--- config.mk ---
export PLATFORM = sky130hd
export DESIGN_NAME = uart_tx_fifo_param
export DESIGN_NICKNAME = d
export VERILOG_FILES = /design/src/rtl/vm16_uart_pkg.sv /design/src/rtl/uart_sync_fifo.sv /design/src/rtl/uart_tx_fifo_param.sv
export SDC_FILE = /design/constraint.sdc
export NUM_CORES = 1
export LEC_CHECK = 0
export CAP_MARGIN = 0
export CORE_MARGIN = 5
export CORE_UTILIZATION = 37
export DETAILED_ROUTE_END_ITERATION = 7
export GPL_TIMING_DRIVEN = 0
export PLACE_DENSITY = 0.58
export SYNTH_ARGS = -nofsm -noshare
export SYNTH_HDL_FRONTEND = slang
export SYNTH_SLANG_ARGS = --single-unit
--- constraint.sdc ---
create_clock -name clk_50m -period 2.2 [get_ports clk_50m]
set_input_delay 0.44 -clock clk_50m [delete_from_list [all_inputs] [get_ports clk_50m]]
set_output_delay 0.44 -clock clk_50m [all_outputs]
set_load 0.1 [all_outputs]
--- src/rtl/vm16_uart_pkg.sv ---
// Shared definitions for the vmicro16 UART blocks.
//   tx_state_e  : transmitter frame FSM encoding
//   PARITY_*    : values accepted by the PARITY parameter
//   parity_of() : parity bit of a data word (zero-extended to 9 bits)
package vm16_uart_pkg;

    typedef enum logic [2:0] {
        ST_IDLE   = 3'd0,
        ST_START  = 3'd1,
        ST_DATA   = 3'd2,
        ST_PARITY = 3'd3,
        ST_STOP   = 3'd4
    } tx_state_e;

    localparam int PARITY_NONE = 0;
    localparam int PARITY_EVEN = 1;
    localparam int PARITY_ODD  = 2;

    // Zero padding above DATA_W does not change the XOR, so one 9-bit
    // helper covers every legal data width.
    function automatic logic parity_of(input logic [8:0] data, input int mode);
        return (^data) ^ (mode == PARITY_ODD);
    endfunction

endpackage

--- src/rtl/uart_sync_fifo.sv ---
// Single-clock FIFO shared by the UART TX and RX paths.
//   clk, rst_n : clock, asynchronous active-low reset
//   push, din  : write request and data (ignored while full)
//   pop, dout  : read request (ignored while empty); dout shows the head word
//   full,empty : flags decoded from the registered occupancy count
module uart_sync_fifo #(
    parameter int WIDTH = 8,
    parameter int AW    = 2
) (
    input  logic             clk,
    input  logic             rst_n,
    input  logic             push,
    input  logic             pop,
    input  logic [WIDTH-1:0] din,
    output logic [WIDTH-1:0] dout,
    output logic             full,
    output logic             empty
);

    localparam int DEPTH = 1 << AW;

    logic [WIDTH-1:0] mem_q [DEPTH];
    logic [AW-1:0]    wr_ptr_q, wr_ptr_d;
    logic [AW-1:0]    rd_ptr_q, rd_ptr_d;
    logic [AW:0]      count_q, count_d;
    logic             do_push, do_pop;

    assign full    = (count_q == (AW+1)'(DEPTH));
    assign empty   = (count_q == '0);
    assign do_push = push && !full;
    assign do_pop  = pop && !empty;
    assign dout    = mem_q[rd_ptr_q];

    always_comb begin
        // NOTE: every signal gets its hold value first so no path leaves it unassigned (no latch).
        wr_ptr_d = wr_ptr_q;
        rd_ptr_d = rd_ptr_q;
        count_d  = count_q;
        if (do_push) wr_ptr_d = wr_ptr_q + AW'(1);
        if (do_pop)  rd_ptr_d = rd_ptr_q + AW'(1);
        case ({do_push, do_pop})
            2'b10:   count_d = count_q + (AW+1)'(1);
            2'b01:   count_d = count_q - (AW+1)'(1);
            default: count_d = count_q;
        endcase
    end

    // NOTE: state registers use non-blocking assignment so all flops update together at the edge.
    always_ff @(posedge clk or negedge rst_n) begin
        if (!rst_n) begin
            wr_ptr_q <= '0;
            rd_ptr_q <= '0;
            count_q  <= '0;
        end else begin
            wr_ptr_q <= wr_ptr_d;
            rd_ptr_q <= rd_ptr_d;
            count_q  <= count_d;
        end
    end

    // NOTE: storage is deliberately not reset; the pointers and count decide which entries are valid.
    always_ff @(posedge clk) begin
        if (do_push) mem_q[wr_ptr_q] <= din;
    end

endmodule

--- src/rtl/uart_tx_fifo_param.sv ---
// Buffered UART transmitter. Words written through wr_en are queued and sent
// LSB-first as start / data / optional parity / stop bits, one bit per clken.
//   clk_50m, rst_n : system clock, asynchronous active-low reset
//   clken          : baud tick, one pulse per bit period
//   din, wr_en     : word to queue and its write strobe
//   tx             : serial line, idle high
//   tx_busy        : frame in progress or words queued
//   full, empty    : FIFO flags
//   overflow       : one-cycle pulse after a write attempted while full
module uart_tx_fifo_param
    import vm16_uart_pkg::*;
#(
    parameter int DATA_W    = 8,
    parameter int PARITY    = PARITY_NONE,
    parameter int STOP_BITS = 1,
    parameter int FIFO_AW   = 2
) (
    input  logic              clk_50m,
    input  logic              rst_n,
    input  logic              clken,
    input  logic [DATA_W-1:0] din,
    input  logic              wr_en,
    output logic              tx,
    output logic              tx_busy,
    output logic              full,
    output logic              empty,
    output logic              overflow
);

    localparam int BW = $clog2(DATA_W + 1);

    tx_state_e         state_q, state_d;
    logic [BW-1:0]     bitpos_q, bitpos_d;
    logic              stop_q, stop_d;
    logic [DATA_W-1:0] shift_q, shift_d;
    logic              par_q, par_d;
    logic              tx_q, tx_d;
    logic              overflow_q, overflow_d;

    logic              start_frame;
    logic              fifo_full, fifo_empty;
    logic [DATA_W-1:0] fifo_dout;

    uart_sync_fifo #(
        .WIDTH (DATA_W),
        .AW    (FIFO_AW)
    ) u_fifo (
        .clk   (clk_50m),
        .rst_n (rst_n),
        .push  (wr_en),
        .pop   (start_frame),
        .din   (din),
        .dout  (fifo_dout),
        .full  (fifo_full),
        .empty (fifo_empty)
    );

    always_comb begin
        state_d     = state_q;
        bitpos_d    = bitpos_q;
        stop_d      = stop_q;
        shift_d     = shift_q;
        par_d       = par_q;
        tx_d        = tx_q;
        start_frame = 1'b0;
        overflow_d  = wr_en && fifo_full;

        if (clken) begin
            case (state_q)
                ST_IDLE: begin
                    tx_d        = 1'b1;
                    start_frame = !fifo_empty;
                end
                ST_START: begin
                    tx_d     = shift_q[0];
                    shift_d  = shift_q >> 1;
                    bitpos_d = BW'(1);
                    state_d  = ST_DATA;
                end
                ST_DATA: begin
                    // bitpos counts data bits already on the line.
                    if (bitpos_q != BW'(DATA_W)) begin
                        tx_d     = shift_q[0];
                        shift_d  = shift_q >> 1;
                        bitpos_d = bitpos_q + BW'(1);
                    end else if (PARITY != PARITY_NONE) begin
                        tx_d    = par_q;
                        state_d = ST_PARITY;
                    end else begin
                        tx_d    = 1'b1;
                        stop_d  = 1'b0;
                        state_d = ST_STOP;
                    end
                end
                ST_PARITY: begin
                    tx_d    = 1'b1;
                    stop_d  = 1'b0;
                    state_d = ST_STOP;
                end
                ST_STOP: begin
                    if (stop_q == 1'(STOP_BITS - 1)) begin
                        // End of the last stop bit: chain straight into the next frame if queued.
                        if (!fifo_empty) begin
                            start_frame = 1'b1;
                        end else begin
                            tx_d    = 1'b1;
                            state_d = ST_IDLE;
                        end
                    end else begin
                        tx_d   = 1'b1;
                        stop_d = 1'b1;
                    end
                end
                default: begin
                    tx_d    = 1'b1;
                    state_d = ST_IDLE;
                end
            endcase
        end

        // Pop and start bit share one tick; parity is captured before the word is shifted out.
        if (start_frame) begin
            tx_d     = 1'b0;
            shift_d  = fifo_dout;
            par_d    = parity_of(9'(fifo_dout), PARITY);
            bitpos_d = '0;
            state_d  = ST_START;
        end
    end

    always_ff @(posedge clk_50m or negedge rst_n) begin
        if (!rst_n) begin
            state_q    <= ST_IDLE;
            bitpos_q   <= '0;
            stop_q     <= 1'b0;
            shift_q    <= '0;
            par_q      <= 1'b0;
            tx_q       <= 1'b1;
            overflow_q <= 1'b0;
        end else begin
            state_q    <= state_d;
            bitpos_q   <= bitpos_d;
            stop_q     <= stop_d;
            shift_q    <= shift_d;
            par_q      <= par_d;
            tx_q       <= tx_d;
            overflow_q <= overflow_d;
        end
    end

    assign tx       = tx_q;
    assign tx_busy  = (state_q != ST_IDLE) || !fifo_empty;
    assign full     = fifo_full;
    assign empty    = fifo_empty;
    assign overflow = overflow_q;

endmodule

==> qor.log <==
INFO  synthesis      synth-seq-cells=56
INFO  place          preCtsSetupSlack=-0.279ns
INFO  sta            timing.slew.headroom=25.5%
INFO  clocking       cts-hold-fix-buffers=0
INFO  final_layout   design.final.nets=219
INFO  sta            finClkSkew=0.00998ns
INFO  synthesis      synth-main-ff-cell=sky130_fd_sc_hd__edfxtp_1
INFO  global_route   global_route_wire_length_before_repair=7200µm
INFO  final_layout   layout.cells.most_common=sky130_fd_sc_hd__edfxtp_1
INFO  sta            setup_ws=0.0473ns
INFO  sta            final_critical_path_required_period=2.15ns
INFO  clocking       worst_skew_pair.late_latency=0.31ns
INFO  synthesis      synthCells=175
INFO  sta            rsz0062_at_grt=false
INFO  clocking       cts.path.max_buffers=2
INFO  critical_path  critical_path.slowest_cell=sky130_fd_sc_hd__dlygate4sd2_1
INFO  pwr            power_per_cell_area=1410nW/µm²
INFO  critical_path  cp-start-kind=flip-flop
INFO  drt            avgViaCountPerCell=5.04
INFO  job            maxCapViolations=0
INFO  place          place.detailed.instances=267
INFO  pwr            sequentialPowerShare=41.0%
INFO  sta            report.final.slew_viol_count=0
INFO  die            die_w=91.2µm
INFO  place          routabilityCongestion=0.727
INFO  clocking       tritoncts=built
INFO  pwr            power.static_leakage=1.11nW
INFO  die            rows=29
INFO  global_route   grt_overflow=0
INFO  synthesis      synthDistinctLibCells=39
INFO  pwr            netSwitchingFraction=38.4%
INFO  synthesis      synth_enable_flop_cells=32
INFO  clocking       cts_made_buffers=5
INFO  critical_path  list_of_cells_traversed_by_the_critical_path=dlygate4sd2_1
INFO  critical_path  worst-path-buf-inv=1
INFO  critical_path  critical-path-top-delay-family=buffers and inverters
INFO  final_layout   area_growth_syn_to_layout=17.0%
INFO  critical_path  worst_ep_arrival_time=1.71ns
INFO  clocking       cts_root_buffer=sky130_fd_sc_hd__clkbuf_8
INFO  critical_path  worst-endpoint-required=1.76ns
INFO  drt            residual_drc=0
INFO  final_layout   antenna_cells_inserted=0
INFO  die            core-area=6390µm²
INFO  sta            worst-slew-pin-transition=1.11ns
INFO  place          place.port_buffers=15
INFO  critical_path  cp_max_fo=2
INFO  final_layout   num-fill-cells=603
INFO  sta            finalHoldWorstSlack=0.437ns
INFO  synthesis      syn_area=2440µm²
INFO  die            floorplan.die.height=91.2µm
INFO  pwr            intPower=0.00249W
INFO  global_route   antenna_found_initial=0
INFO  global_route   vias_in_the_first_global_route=1428
INFO  synthesis      synth.net_count=195
INFO  sta            max_freq=465MHz
INFO  synthesis      ys.warnings.count=0
INFO  final_layout   post_route_cells_drive_above_1_share=21.5%
INFO  drt            number_of_search_and_repair_iterations_in_the_first_detailed_routing_pass=5
INFO  synthesis      syn-mean-instance-area=13.9µm²
INFO  critical_path  worst_setup_path_end_kind=output port
INFO  drt            wire_per_inst=15.5µm
INFO  final_layout   post_layout_nonfiller_instances=277
INFO  drt            totalWireLength=4290µm
INFO  pwr            power.net_switching=0.00155W
INFO  clocking       h_tree_depth=2
INFO  sta            finalCritPeriodShare=97.9%
INFO  die            num_io_pins=17
INFO  die            total_die_area=8320µm²
INFO  critical_path  worst_path_largest_cell_delay=0.85ns
INFO  pwr            comb_power_share=41.9%
INFO  synthesis      synth.yosys.seq_area_share=64.1%
INFO  clocking       clk_pin_slew=0.11ns
INFO  global_route   grt.total_usage=11.0%
INFO  drt            num_vias=1396
INFO  drt            drt_iter0_drc=62
INFO  place          postPlaceCellArea=2700µm²
INFO  pwr            max-vdd-ir-drop=773µV
INFO  min_path       worst_min_delay_path_class=in2reg
INFO  status         outcome=completed
INFO  final_layout   final_area=2860µm²
INFO  sta            hold_viol=0
INFO  pwr            power_frac_clock=17.1%
INFO  synthesis      async_set_or_reset_register_ratio_after_synthesis=42.9%
INFO  place          place.detailed.hpwl=2910µm
INFO  die            initial_core_util=38.2%
INFO  clocking       cts.sink_count=56
INFO  critical_path  worstSetupPathType=reg2out
INFO  final_layout   most-common-layout-cells=sky130_fd_sc_hd__edfxtp_1 (32), sky130_fd_sc_hd__dfrtp_1 (21), sky130_fd_sc_hd__a21oi_1 (14)
INFO  drt            final_antenna_net_count=0
INFO  sta            final-setup-viol-count=0
INFO  global_route   pin_count_of_the_biggest_net_entering_global_routing=25
## metrics by stage
step | util [%] | setup TNS [ns] | power [W]
2_1_floorplan | - | 0 | 0.00294
3_3_place_gp | 42.3 | -0.639 | 0.00329
3_5_place_dp | 42.3 | -0.652 | 0.00334
4_1_cts | 44.1 | 0 | 0.00403
5_1_grt | 44.7 | 0 | 0.00434
6_report | 44.7 | 0 | 0.00404
## layout make-up
class,count,area (µm²),share of cell area [%]
Clock inverter,3,46.3,1.62
Multi-Input combinational cell,98,815,28.5
Sequential cell,56,1570,54.8
Buffer,7,48.8,1.71
Inverter,14,58.8,2.06
Tap cell,77,96.3,3.37
Timing Repair Buffer,17,156,5.48
Clock buffer,5,68.8,2.41
## routing by layer
metal	routed length (µm)	vias up	global-route usage (%)
met1	1940	694	13.4
met5	0	-	0
met2	2140	22	18.9
met4	61	0	4.03
met3	154	4	2.89
li1	-	676	-
## cell usage after synthesis (2+ instances only)
cell type                   count  area, µm²
sky130_fd_sc_hd__o22ai_1        2       12.5
sky130_fd_sc_hd__o21ai_1        2       10.0
sky130_fd_sc_hd__mux4_2         8        180
sky130_fd_sc_hd__ha_1           7       87.6
sky130_fd_sc_hd__nor2_1        13       48.8
sky130_fd_sc_hd__dfrtp_1       23        576
sky130_fd_sc_hd__xnor2_1        4       35.0
sky130_fd_sc_hd__buf_2          3       15.0
sky130_fd_sc_hd__nand3_1        7       35.0
sky130_fd_sc_hd__and3_1         5       31.3
sky130_fd_sc_hd__xor2_1         2       17.5
sky130_fd_sc_hd__buf_4          2       15.0
sky130_fd_sc_hd__nand2_1       12       45.0
sky130_fd_sc_hd__nand4bb_1      2       22.5
sky130_fd_sc_hd__o21ai_0        3       15.0
sky130_fd_sc_hd__a21oi_1       14       70.1
sky130_fd_sc_hd__inv_1         13       48.8
sky130_fd_sc_hd__edfxtp_1      32        961
## cell families after synthesis
kind of cell / synth area share (%)
AOI/OAI and AO/OA: 7.49
xor gates and xnor gates: 2.15
adders and majority gates: 4.41
buffers and inverters: 4.00
DFF: 64.1
muxes: 7.85
and+or+nand+nor: 10.1
## power by group through the flow
stage | Combinational [W] | Sequential [W] | Clock [W]
after detailed placement | 0.00166 | 0.00167 | 0
after global placement | 0.00162 | 0.00167 | 0
after CTS | 0.00165 | 0.00166 | 0.000723
after global routing | 0.00187 | 0.00170 | 0.000771
after floorplan | 0.00122 | 0.00172 | 0
final | 0.00169 | 0.00166 | 0.000692
## final timing paths
path	cells after the start	start	endpoint	slack (ns)
setup / recovery	1	tx	tx	0.05
hold / removal	2	clken	state_q[1]	0.44
setup reg to reg	10	u_fifo.count_q[0]	u_fifo.count_q[2]	0.10
hold reg to reg	2	shift_q[7]	shift_q[7]	0.51
max in group asynchronous	1	rst_n	state_q[1]	0.74
min in group asynchronous	1	rst_n	state_q[2]	0.72
## state kept, by name, indices dropped and copies added (netlist names)
name and cells:
u_fifo.mem_q 32, shift_q 8, bitpos_q 4, state_q 3
u_fifo.count_q 3, u_fifo.rd_ptr_q 2, u_fifo.wr_ptr_q 2, overflow 1
tx 1
## timing repair
action | CTS | global route
pin swaps | 0 | 2
gates resized for setup | 17 | 10
setup buffers | 0 | 2
endpoints found under the hold margin | 0 | 0
endpoints found under the setup margin | 6 | 3
(Power assumes the default switching activity.)
